<file path="src/rtl/snd_pkg.sv">
// Shared constants for the main<->sound command latch: RST vectors and main-side IO offsets.
package snd_pkg;

  localparam logic [7:0] VEC_IDLE = 8'hFF;
  localparam logic [7:0] VEC_YM   = 8'hEF;
  localparam logic [7:0] VEC_CMD  = 8'hDF;
  localparam logic [7:0] VEC_BOTH = 8'hCF;

  localparam logic [7:0] SND_LATCH_PORT = 8'h00;
  localparam logic [7:0] SND_REPLY_PORT = 8'h08;

  // Clear one vector bit per active source (M72/M90 RST scheme).
  function automatic logic [7:0] build_vec(input logic [7:0] base,
                                           input logic [7:0] ym_mask,
                                           input logic [7:0] cmd_mask,
                                           input logic       ym_act,
                                           input logic       cmd_pending);
    build_vec = base & ~({8{ym_act}} & ym_mask) & ~({8{cmd_pending}} & cmd_mask);
  endfunction

endpackage

</file>
<file path="src/rtl/snd_latch_irq_if.sv">
// Main-CPU and Z80 side signals of the sound command latch.
interface snd_latch_irq_if;
  logic       main_wr;
  logic [7:0] main_din;
  logic       main_rd;
  logic [7:0] main_dout;
  logic       main_rdy;
  logic       z80_cmd_rd;
  logic [7:0] z80_cmd_dout;
  logic       z80_cmd_ack;
  logic       z80_reply_wr;
  logic [7:0] z80_reply_din;
  logic       ym_irq_n;
  logic       z80_int_ack;
  logic       int_n;
  logic [7:0] int_vector;
  logic       overrun;

  modport slave (
    input  main_wr, main_din, main_rd, z80_cmd_rd, z80_cmd_ack, z80_reply_wr, z80_reply_din,
           ym_irq_n, z80_int_ack,
    output main_dout, main_rdy, z80_cmd_dout, int_n, int_vector, overrun
  );

  modport master (
    output main_wr, main_din, main_rd, z80_cmd_rd, z80_cmd_ack, z80_reply_wr, z80_reply_din,
           ym_irq_n, z80_int_ack,
    input  main_dout, main_rdy, z80_cmd_dout, int_n, int_vector, overrun
  );
endinterface

</file>
<file path="src/rtl/snd_latch_irq_edge_det.sv">
// 1-bit rising-edge detector; INIT=1 suppresses an edge for a level already high at reset release.
module edge_det #(
  parameter logic INIT = 1'b0
) (
  input  logic clk_sys,
  input  logic reset_n,
  input  logic i_sig,
  output logic o_rise
);

  logic r_hist;

  always_ff @(posedge clk_sys) begin
    if (!reset_n) r_hist <= INIT;
    else          r_hist <= i_sig;
  end

  assign o_rise = i_sig & ~r_hist;

endmodule

</file>
<file path="src/rtl/snd_latch_irq.sv">
// Sound-CPU end of the main<->sound command latch: command/reply bytes and merged Z80 INT + vector.
module snd_latch_irq
  import snd_pkg::*;
#(
  parameter logic [7:0]  VEC_BASE  = VEC_IDLE,
  parameter int unsigned YM_BIT    = 4,
  parameter int unsigned LATCH_BIT = 5
) (
  input  logic            clk_sys,
  input  logic            reset_n,
  snd_latch_irq_if.slave  snd_bus
);

  localparam logic [7:0] YmMask  = 8'(1) << YM_BIT;
  localparam logic [7:0] CmdMask = 8'(1) << LATCH_BIT;

  logic       w_wr_rise, w_rd_rise, w_ack_rise, w_reply_rise, w_iack_rise;
  logic [7:0] w_live_vec;
  logic       w_unused_cmd_rd;

  logic [7:0] r_cmd_data;
  logic       r_cmd_pending;
  logic [7:0] r_reply_data;
  logic       r_main_rdy;
  logic       r_overrun;
  logic       r_ym_s1, r_ym_act;
  logic       r_int_n;
  logic [7:0] r_int_vector;

  // Reading the command port is side-effect free.
  assign w_unused_cmd_rd = snd_bus.z80_cmd_rd;

  edge_det #(.INIT(1'b1)) u_ed_wr (
    .clk_sys(clk_sys), .reset_n(reset_n), .i_sig(snd_bus.main_wr), .o_rise(w_wr_rise)
  );
  edge_det #(.INIT(1'b1)) u_ed_rd (
    .clk_sys(clk_sys), .reset_n(reset_n), .i_sig(snd_bus.main_rd), .o_rise(w_rd_rise)
  );
  edge_det #(.INIT(1'b1)) u_ed_ack (
    .clk_sys(clk_sys), .reset_n(reset_n), .i_sig(snd_bus.z80_cmd_ack), .o_rise(w_ack_rise)
  );
  edge_det #(.INIT(1'b1)) u_ed_reply (
    .clk_sys(clk_sys), .reset_n(reset_n), .i_sig(snd_bus.z80_reply_wr), .o_rise(w_reply_rise)
  );
  edge_det #(.INIT(1'b1)) u_ed_iack (
    .clk_sys(clk_sys), .reset_n(reset_n), .i_sig(snd_bus.z80_int_ack), .o_rise(w_iack_rise)
  );

  assign w_live_vec = build_vec(VEC_BASE, YmMask, CmdMask, r_ym_act, r_cmd_pending);

  always_ff @(posedge clk_sys) begin
    if (!reset_n) begin
      r_cmd_data    <= 8'h00;
      r_cmd_pending <= 1'b0;
      r_overrun     <= 1'b0;
    end else if (w_wr_rise) begin
      // A same-cycle ack consumes the old command, so that is not an overrun.
      r_cmd_data    <= snd_bus.main_din;
      r_cmd_pending <= 1'b1;
      if (r_cmd_pending && !w_ack_rise) r_overrun <= 1'b1;
    end else if (w_ack_rise) begin
      r_cmd_pending <= 1'b0;
    end
  end

  always_ff @(posedge clk_sys) begin
    if (!reset_n) begin
      r_reply_data <= 8'h00;
      r_main_rdy   <= 1'b0;
    end else if (w_reply_rise) begin
      r_reply_data <= snd_bus.z80_reply_din;
      r_main_rdy   <= 1'b1;
    end else if (w_rd_rise) begin
      r_main_rdy   <= 1'b0;
    end
  end

  always_ff @(posedge clk_sys) begin
    if (!reset_n) begin
      r_ym_s1      <= 1'b0;
      r_ym_act     <= 1'b0;
      r_int_n      <= 1'b1;
      r_int_vector <= VEC_BASE;
    end else begin
      r_ym_s1  <= ~snd_bus.ym_irq_n;
      r_ym_act <= r_ym_s1;
      r_int_n  <= ~(r_ym_act | r_cmd_pending);
      // Capture on the acknowledge edge, then hold for the rest of the cycle.
      if (w_iack_rise || !snd_bus.z80_int_ack) r_int_vector <= w_live_vec;
    end
  end

  assign snd_bus.main_dout    = r_reply_data;
  assign snd_bus.main_rdy     = r_main_rdy;
  assign snd_bus.z80_cmd_dout = r_cmd_data;
  assign snd_bus.int_n        = r_int_n;
  assign snd_bus.int_vector   = r_int_vector;
  assign snd_bus.overrun      = r_overrun;

endmodule

</file>
<file path="src/flat_wrapper.sv">
// flat-port wrapper written by rule: the top's interface ports become plain ports
module snd_latch_irq_flat import snd_pkg::*;
#(
  parameter logic [7:0]  VEC_BASE  = VEC_IDLE,
  parameter int unsigned YM_BIT    = 4,
  parameter int unsigned LATCH_BIT = 5
)
  (clk_sys, reset_n, snd_bus_main_wr, snd_bus_main_din, snd_bus_main_rd, snd_bus_z80_cmd_rd, snd_bus_z80_cmd_ack, snd_bus_z80_reply_wr, snd_bus_z80_reply_din, snd_bus_ym_irq_n, snd_bus_z80_int_ack, snd_bus_main_dout, snd_bus_main_rdy, snd_bus_z80_cmd_dout, snd_bus_int_n, snd_bus_int_vector, snd_bus_overrun);
  snd_latch_irq_if snd_bus_i ();
  input  logic clk_sys;
  input  logic reset_n;
  input wire logic [$bits(snd_bus_i.main_wr)-1:0] snd_bus_main_wr;
  input wire logic [$bits(snd_bus_i.main_din)-1:0] snd_bus_main_din;
  input wire logic [$bits(snd_bus_i.main_rd)-1:0] snd_bus_main_rd;
  input wire logic [$bits(snd_bus_i.z80_cmd_rd)-1:0] snd_bus_z80_cmd_rd;
  input wire logic [$bits(snd_bus_i.z80_cmd_ack)-1:0] snd_bus_z80_cmd_ack;
  input wire logic [$bits(snd_bus_i.z80_reply_wr)-1:0] snd_bus_z80_reply_wr;
  input wire logic [$bits(snd_bus_i.z80_reply_din)-1:0] snd_bus_z80_reply_din;
  input wire logic [$bits(snd_bus_i.ym_irq_n)-1:0] snd_bus_ym_irq_n;
  input wire logic [$bits(snd_bus_i.z80_int_ack)-1:0] snd_bus_z80_int_ack;
  output wire logic [$bits(snd_bus_i.main_dout)-1:0] snd_bus_main_dout;
  output wire logic [$bits(snd_bus_i.main_rdy)-1:0] snd_bus_main_rdy;
  output wire logic [$bits(snd_bus_i.z80_cmd_dout)-1:0] snd_bus_z80_cmd_dout;
  output wire logic [$bits(snd_bus_i.int_n)-1:0] snd_bus_int_n;
  output wire logic [$bits(snd_bus_i.int_vector)-1:0] snd_bus_int_vector;
  output wire logic [$bits(snd_bus_i.overrun)-1:0] snd_bus_overrun;
  assign snd_bus_i.main_wr = snd_bus_main_wr;
  assign snd_bus_i.main_din = snd_bus_main_din;
  assign snd_bus_i.main_rd = snd_bus_main_rd;
  assign snd_bus_i.z80_cmd_rd = snd_bus_z80_cmd_rd;
  assign snd_bus_i.z80_cmd_ack = snd_bus_z80_cmd_ack;
  assign snd_bus_i.z80_reply_wr = snd_bus_z80_reply_wr;
  assign snd_bus_i.z80_reply_din = snd_bus_z80_reply_din;
  assign snd_bus_i.ym_irq_n = snd_bus_ym_irq_n;
  assign snd_bus_i.z80_int_ack = snd_bus_z80_int_ack;
  assign snd_bus_main_dout = snd_bus_i.main_dout;
  assign snd_bus_main_rdy = snd_bus_i.main_rdy;
  assign snd_bus_z80_cmd_dout = snd_bus_i.z80_cmd_dout;
  assign snd_bus_int_n = snd_bus_i.int_n;
  assign snd_bus_int_vector = snd_bus_i.int_vector;
  assign snd_bus_overrun = snd_bus_i.overrun;
  snd_latch_irq #(.VEC_BASE(VEC_BASE), .YM_BIT(YM_BIT), .LATCH_BIT(LATCH_BIT)) u_core (.clk_sys(clk_sys), .reset_n(reset_n), .snd_bus(snd_bus_i));
endmodule
</file>
<file path="config.mk">
export PLATFORM = sky130hd
export DESIGN_NAME = snd_latch_irq_flat
export DESIGN_NICKNAME = d
export VERILOG_FILES = /design/src/rtl/snd_pkg.sv /design/src/rtl/snd_latch_irq_if.sv /design/src/rtl/snd_latch_irq_edge_det.sv /design/src/rtl/snd_latch_irq.sv /design/src/flat_wrapper.sv
export SDC_FILE = /design/constraint.sdc
export NUM_CORES = 1
export LEC_CHECK = 0
export CAP_MARGIN = 20
export CORE_MARGIN = 5
export CORE_UTILIZATION = 39
export CTS_CLUSTER_SIZE = 10
export DETAILED_ROUTE_END_ITERATION = 12
export PLACE_DENSITY = 0.84
export SETUP_SLACK_MARGIN = 0.4
export SYNTH_ARGS = -nofsm -noshare
export SYNTH_HDL_FRONTEND = slang
export SYNTH_SLANG_ARGS = --single-unit
</file>
<file path="constraint.sdc">
create_clock -name clk_sys -period 1.25 [get_ports clk_sys]
set_clock_uncertainty 0.2 [all_clocks]
set_input_delay 0.125 -clock clk_sys [delete_from_list [all_inputs] [get_ports clk_sys]]
set_output_delay 0.125 -clock clk_sys [all_outputs]
set_load 0.02 [all_outputs]
</file>
==> impl_metrics.tcl, run 1 <==
set metrics [dict create \
    postCtsHoldBufs 0 \
    avgRoutedWirePerCell_um 13.2 \
    met1_length_um 1050 \
    cp_data_arrival_time_ns 0.79 \
    drc 0 \
    io_pins 52 \
    p_per_area_mw_per_mm2 1010 \
    hold_path_class "in -> reg" \
    mostFrequentLayoutCell "nand2_1" \
    initial_utilization_pct 41.8 \
    period_share_pct 89.0 \
    min_period_ns 1.11 \
    clock_latency_ns 0.32 \
    power_leakage_nw 0.757 \
    worstPathRequired_ns 0.93 \
    num-nets-final 201 \
    rows 18 \
    path_delay_family "flip-flops" \
    drt-vias-per-instance 4.70 \
    crit_chain "buf_6" \
    cp_max_fo 2 \
    grt_pass1_wl_um 4210 \
    fmax_mhz 899 \
    firstDrtPassIters 2 \
    status "completed" \
    mostFrequentLayoutCells "nand2_1, buf_6, dfxtp_2, clkdlybuf4s50_1, a21boi_1" \
    root_buffer "clkbuf_4" \
    core-area_mm2 0.00252 \
    crit_buf_inv 1 \
    critPathKind "reg -> out" \
    cts_tree "built" \
    synthCells 119 \
    route.top_layer_used "met4" \
    dp_slack_ns -0.156 \
    portBuffers 44 \
    finalMaxSlewViolations 0 \
    first_iter_violations 58 \
    cts_buffer_depth 2 \
    start_kind "flop" \
    final-hold-violation-count 0 \
    peakVddDrop_uv 841 \
    yosysSeqAreaShare_pct 55.1 \
    dp_hpwl_um 1820 \
    max_stage_delay_ns 0.35 \
    rsz0062_at_grt "true" \
    maxCapViolCount 0 \
    numCtsBuffers 5 \
    die-area_mm2 0.00384 \
    track_usage_pct 15.5 \
    grt_max_degree 18 \
    drive_gt1_share_pct 48.6 \
    num_antenna_cells 0 \
    clk_pin_slew_ns 0.08 \
    cts_sinks 29 \
    routed-wl-met2_um 1330 \
    die_h_um 62.0 \
    fill_cells 192 \
    whs_ns 0.0138 \
    cts_max_level 2 \
    grt-ovfl-total 0 \
    synth.distinct_cells 15 \
    postRouteAntennaNets 0 \
    cp_num_cells 1 \
    final.setup.worst_slack_ns 0.137 \
    drt_wl_total_um 2720 \
    area_delta_synth_final_pct 70.1 \
    synth.avg_cell_area_um2 8.85 \
    setup_viol 0 \
    crit_path_top_delay_cell "dfxtp_2" \
    hold_depth 3 \
    grt_antenna_before_repair 0 \
    cp-end-kind "output port" \
    wl_met3_um 272 \
    vias 973 \
    syn_area_mm2 0.00105 \
    die_x_um 62.0 \
    ys_warn_count 0 \
    ys_ff_latch 29 \
    place_congestion 0.722 \
    grt_pass1_vias 1028 \
    ff2ff_path_depth 4 \
]
[worst paths after layout]
path                                    endpoint  slack, ns                            from
setup reg to reg  u_core.snd_bus.z80_cmd_dout[7]       0.17           u_core.u_ed_wr.r_hist
setup / recovery         snd_bus_z80_cmd_dout[7]       0.14  u_core.snd_bus.z80_cmd_dout[7]
hold / removal              u_core.snd_bus.int_n       0.01                         reset_n
hold reg to reg             u_core.snd_bus.int_n       0.24                 u_core.r_ym_act
[cells in the mapped netlist, drive strengths merged]
cell,n,share of area [%]
nand2b,5,3.0
nor2b,3,1.8
dfxtp,29,55
clkbuf,1,0.36
a21boi,18,13
inv,2,0.71
nand2,37,13
nor2,2,0.71
buf,12,7.4
conb,1,0.36
and2,3,1.8
o21ai,6,2.8
[report_power, final]
part / internal (mW) / switching (mW) / total, mW
registers: 0.964 / 0.0238 / 0.987
clock network: 0.224 / 0.298 / 0.522
logic: 0.174 / 0.130 / 0.304
total: 1.36 / 0.453 / 1.81
[logic make-up (layout without fill, tap and decap cells)]
group	after synthesis	after routing	share of synthesized area, %
AO/OA/AOI/OAI	24	24	15.7
AND/OR/NAND/NOR	50	52	20.4
flip-flops	29	29	55.1
other	1	6	0.356
buffers and inverters	15	66	8.43
[metal layers]
layer,vias up,track usage (%)
met5,-,0
met1,450,15.6
met3,7,8.26
met4,0,8.18
met2,38,25.7
li1,478,-
[repair_timing]
action,in CTS,in global routing
pin swaps,10,4
setup buffers,0,3
cloned,2,1
setup endpoints to repair,42,44
endpoints found under the hold margin,0,0
gates resized for setup,165,14
[layout make-up]
type                    count  area, um2  area share [%]
clock buffers               8       48.8            2.72
inverters                   2       7.51           0.419
repair buffers             56        572            31.9
well taps                  30       37.5            2.09
multi-input cells          82        513            28.6
flip-flops and latches     29        613            34.2
[registers in the layout, summed over array words and instances, names as in the netlist]
signal,count
u_core.snd_bus.main_dout,8
u_core.snd_bus.z80_cmd_dout,8
u_core.snd_bus.int_vector,2
u_core.r_cmd_pending,1
u_core.r_ym_act,1
u_core.r_ym_s1,1
u_core.snd_bus.int_n,1
u_core.snd_bus.main_rdy,1
u_core.snd_bus.overrun,1
u_core.u_ed_ack.r_hist,1
u_core.u_ed_iack.r_hist,1
u_core.u_ed_rd.r_hist,1
u_core.u_ed_reply.r_hist,1
u_core.u_ed_wr.r_hist,1
[worst reg2reg max path, delay by kind of cell, from the launching register on]
family                 cells  cell delay (ns)
AOI/OAI and AO/OA          1             0.12
buffers and inverters      1             0.15
DFF                        1             0.37
and+or+nand+nor            2             0.17
[stage by stage]
step	TNS [ns]	total power, mW	utilization (%)	instance area, um2	std cells
after floorplan	0	1.13	-	1100	124
after global placement	-1.34	1.25	61.4	1550	193
after detailed placement	-2.00	1.26	61.4	1550	193
after CTS	0	1.82	68.0	1720	203
after global routing	0	1.91	71.0	1790	207
final	0	1.81	71.0	1790	207
Note: power is estimated with default switching activity, not from simulation.
==> run 2, diff against run 1 <==
--- a/config.mk
+++ b/config.mk
@@ -10,8 +10,10 @@
 export CORE_UTILIZATION = 39
 export CTS_CLUSTER_SIZE = 10
 export DETAILED_ROUTE_END_ITERATION = 12
+export GPL_ROUTABILITY_DRIVEN = 0
 export PLACE_DENSITY = 0.84
 export SETUP_SLACK_MARGIN = 0.4
+export SLEW_MARGIN = 20
 export SYNTH_ARGS = -nofsm -noshare
 export SYNTH_HDL_FRONTEND = slang
 export SYNTH_SLANG_ARGS = --single-unit
==> constraint.sdc (replaced) <==
create_clock -name clk_sys -period 1.25 [get_ports clk_sys]
set_clock_uncertainty 0.2 [all_clocks]
set_input_delay 0.125 -clock clk_sys [delete_from_list [all_inputs] [get_ports clk_sys]]
set_output_delay 0.125 -clock clk_sys [all_outputs]
set_load 0.1 [all_outputs]
==> run 2 against run 1 <==
Net effect:
- global-route usage grew 1.3 points
- hold slack gained 0.012 ns
- via count down 1.7%
- first-iteration DRC count down 53%
- critical path depth unchanged
- fmax shrank 5.7%
- setup slack got worse by 0.067 ns
- design area increased by 15%
- die area unchanged
==> impl_metrics.tcl, run 2 (same netlist as run 1, synthesis figures left out) <==
set metrics [dict create \
    crit_path_top_delay_cell "dfxtp_4" \
    dp_hpwl_um 2010 \
    drc 0 \
    rsz0062_at_grt "true" \
    crit_buf_inv 1 \
    clock_latency_ns 0.31 \
    num-nets-final 199 \
    cts_tree "built" \
    grt_antenna_before_repair 0 \
    crit_chain "buf_12" \
    start_kind "flop" \
    drt-vias-per-instance 4.66 \
    cp-end-kind "output port" \
    max_stage_delay_ns 0.37 \
    initial_utilization_pct 41.8 \
    cp_data_arrival_time_ns 0.85 \
    cp_max_fo 2 \
    period_share_pct 94.4 \
    whs_ns 0.0253 \
    path_delay_family "flip-flops" \
    die_h_um 62.0 \
    avgRoutedWirePerCell_um 13.7 \
    num_antenna_cells 0 \
    peakVddDrop_uv 876 \
    numCtsBuffers 5 \
    vias 956 \
    die-area_mm2 0.00384 \
    grt_max_degree 16 \
    postRouteAntennaNets 0 \
    grt-ovfl-total 0 \
    portBuffers 44 \
    clk_pin_slew_ns 0.09 \
    power_leakage_nw 0.840 \
    area_delta_synth_final_pct 96.0 \
    track_usage_pct 16.8 \
    drt_wl_total_um 2820 \
    fmax_mhz 848 \
    setup_viol 0 \
    root_buffer "clkbuf_4" \
    rows 18 \
    dpl_cell_area_mm2 0.00182 \
    place_inst 191 \
    cts_max_level 2 \
    core-area_mm2 0.00252 \
    status "completed" \
    p_per_area_mw_per_mm2 989 \
    maxCapViolCount 0 \
    worstPathRequired_ns 0.93 \
    total_power_mw 2.04 \
    critPathKind "reg -> out" \
    final-hold-violation-count 0 \
    first_iter_violations 27 \
    mostFrequentLayoutCells "nand2_1, buf_12, dfxtp_4, clkdlybuf4s50_1, nand2_2" \
    finalMaxSlewViolations 0 \
    cts_buffer_depth 2 \
    cts_sinks 29 \
    io_pins 52 \
    postCtsHoldBufs 0 \
    stdcell_count 205 \
    final_area_mm2 0.00206 \
    grt_pass1_wl_um 4600 \
    firstDrtPassIters 4 \
    hold_path_class "in -> reg" \
    die_x_um 62.0 \
    drive_gt1_share_pct 52.6 \
    min_period_ns 1.18 \
    grt_pass1_vias 1026 \
]
run 2: power by group:
group | switching (mW) | internal [mW] | total (mW)
clock | 0.304 | 0.214 | 0.518
combinational | 0.335 | 0.226 | 0.561
sequential | 0.0321 | 0.931 | 0.963
run 2: layer usage:
metal  routed length, um  vias up  share of wire (%)  track usage [%]
met3                 205        6                7.3             7.02
met4                  40        0                1.4             4.85
met1                1030      439                 37             17.4
met2                1540       36                 55             30.6
met5                   0        -                  0                0
li1                    -      475                  -                -
run 2: final timing paths:
kind                                              startpoint                             end  slack [ns]  depth (start not counted)
worst max register to register         u_core.u_ed_wr.r_hist  u_core.snd_bus.z80_cmd_dout[4]        0.13                          4
worst max-delay path            u_core.snd_bus.int_vector[4]           snd_bus_int_vector[4]        0.07                          1
worst min register to register               u_core.r_ym_act            u_core.snd_bus.int_n        0.23                          1
worst min-delay path                         snd_bus_main_wr           u_core.u_ed_wr.r_hist        0.03                          3
run 2: per-stage QoR:
stage	worst slack (ns)	util [%]	TNS, ns
3_5_place_dp	-0.194	72.3	-2.59
3_3_place_gp	-0.121	72.3	-1.82
6_report	0.0704	81.8	0
5_1_grt	0.0254	81.8	0
4_1_cts	0.0481	79.1	0
2_1_floorplan	0.228	-	0
run 2: final cells by class:
class / instances / area, um2
Clock inverter: 2 / 10.0
Multi-Input combinational cell: 82 / 532
Tap cell: 30 / 37.5
Sequential cell: 29 / 666
Fill cell: 149 / 458
Clock buffer: 6 / 41.3
Inverter: 2 / 7.51
Timing Repair Buffer: 54 / 771
run 2: timing repair:
item / CTS / global route
setup buffers: 1 / 2
endpoints found under the setup margin: 50 / 43
gates cloned: 3 / 0
pin swaps: 37 / 2
resized for setup: 28 / 15
==> run 3, diff against run 2 <==
--- a/config.mk
+++ b/config.mk
@@ -11,9 +11,9 @@
 export CTS_CLUSTER_SIZE = 10
 export DETAILED_ROUTE_END_ITERATION = 12
 export GPL_ROUTABILITY_DRIVEN = 0
-export PLACE_DENSITY = 0.84
+export PLACE_DENSITY = 0.75
 export SETUP_SLACK_MARGIN = 0.4
-export SLEW_MARGIN = 20
+export SLEW_MARGIN = 30
 export SYNTH_ARGS = -nofsm -noshare
 export SYNTH_HDL_FRONTEND = slang
 export SYNTH_SLANG_ARGS = --single-unit
==> run 3 against run 2 <==
Net effect:
- critical path depth unchanged
- total power grew 4.2%
- fmax fell by 1.8%
- setup slack worse by 0.022 ns
- routed wire length up 7.3%
- sequential share of layout area fell by 0.095 points
- global-route usage rose by 0.38 points
- non-clock buffer count decreased by 1
- sequential cell count is the same
- critical endpoint is now snd_bus_int_vector[5]
==> impl_metrics.tcl, run 3 (same netlist as run 1, synthesis figures left out) <==
set metrics [dict create \
    final-hold-violation-count 0 \
    tns_ns 0 \
    clk_pin_slew_ns 0.09 \
    min_period_ns 1.20 \
    path_delay_family "flip-flops" \
    hold_depth 3 \
    die_h_um 62.0 \
    cts_buffer_depth 2 \
    portBuffers 44 \
    crit_buf_inv 1 \
    start_kind "flop" \
    cts_sinks 29 \
    avgRoutedWirePerCell_um 14.8 \
    track_usage_pct 17.2 \
    firstDrtPassIters 4 \
    cts_max_level 2 \
    core-area_mm2 0.00252 \
    setup_viol 0 \
    cp-end-kind "output port" \
    area_delta_synth_final_pct 96.9 \
    cp_num_cells 1 \
    p_per_area_mw_per_mm2 1030 \
    rows 18 \
    num-nets-final 198 \
    final.setup.worst_slack_ns 0.0485 \
    clock_latency_ns 0.33 \
    cp_max_fo 2 \
    period_share_pct 96.1 \
    grt-ovfl-total 0 \
    grt_pass1_wl_um 4600 \
    crit_path_top_delay_cell "dfxtp_4" \
    status "completed" \
    power_leakage_nw 0.828 \
    rsz0062_at_grt "true" \
    initial_utilization_pct 41.8 \
    drc 0 \
    cp_data_arrival_time_ns 0.88 \
    ff2ff_path_depth 4 \
    peakVddDrop_uv 1000 \
    num_antenna_cells 0 \
    drt_wl_total_um 3020 \
    hold_path_class "in -> reg" \
    vias 958 \
    postCtsHoldBufs 0 \
    crit_chain "buf_12" \
    drt-vias-per-instance 4.70 \
    grt_pass1_vias 1012 \
    critPathKind "reg -> out" \
    dp_hpwl_um 1970 \
    worstPathRequired_ns 0.93 \
    root_buffer "clkbuf_4" \
    fmax_mhz 832 \
    grt_antenna_before_repair 0 \
    die-area_mm2 0.00384 \
    grt_max_degree 16 \
    max_stage_delay_ns 0.38 \
    dp_slack_ns -0.151 \
    postRouteAntennaNets 0 \
    finalMaxSlewViolations 0 \
    die_x_um 62.0 \
    mostFrequentLayoutCell "nand2_1" \
    cts_tree "built" \
    mostFrequentLayoutCells "nand2_1, buf_12, dfxtp_4, clkdlybuf4s50_1" \
    io_pins 52 \
    numCtsBuffers 5 \
    drive_gt1_share_pct 53.4 \
    first_iter_violations 26 \
    maxCapViolCount 0 \
]
-- run 3: where the power goes --
part	switching (mW)	internal, mW	total [mW]
clock network	0.321	0.277	0.599
logic	0.337	0.227	0.564
registers	0.0331	0.931	0.964
-- run 3: timing repair --
action                                  4_1_cts  5_1_grt
pin swaps                                    27       12
gates cloned                                  4        0
endpoints found under the setup margin       45       43
gates resized for setup                      22       27
buffers inserted                              2        0
-- run 3: through the flow --
stage               cells  instance area (um2)  hold slack (ns)  utilization (%)  power (mW)
global placement      190                 1820            0.204             72.0        1.48
global route          204                 2070           0.0947             82.2        2.23
detailed placement    190                 1820            0.237             72.0        1.49
floorplan             124                 1170         -0.00339                -        1.30
finish                204                 2070            0.117             82.2        2.13
CTS                   204                 1990           0.0836             78.8        2.13
-- run 3: path summary, 6_finish.rpt --
kind                           startpoint                              to  slack [ns]
min                  snd_bus_z80_reply_wr         u_core.snd_bus.main_rdy        0.12
min reg2reg               u_core.r_ym_act            u_core.snd_bus.int_n        0.25
max reg2reg         u_core.u_ed_wr.r_hist  u_core.snd_bus.z80_cmd_dout[6]        0.14
max          u_core.snd_bus.int_vector[5]           snd_bus_int_vector[5]        0.05
-- run 3: per-layer routing --
layer	track usage [%]	routed length, um
met5	0	0
met4	8.18	57
met3	8.47	275
met2	30.5	1650
met1	16.4	1040
-- run 3: area by class of cell --
type / count / area (um2)
timing repair buffer: 53 / 761
sequential: 29 / 667
multi-input combinational: 82 / 543
fill: 147 / 448
clock buffer: 8 / 58.8
tap: 30 / 37.5
inverter: 2 / 7.51
-- run 3: tightest hold or removal path: stages --
cell           delay [ns]
dlygate4sd2_1        0.32
nand2b_4             0.13
a21boi_2             0.05
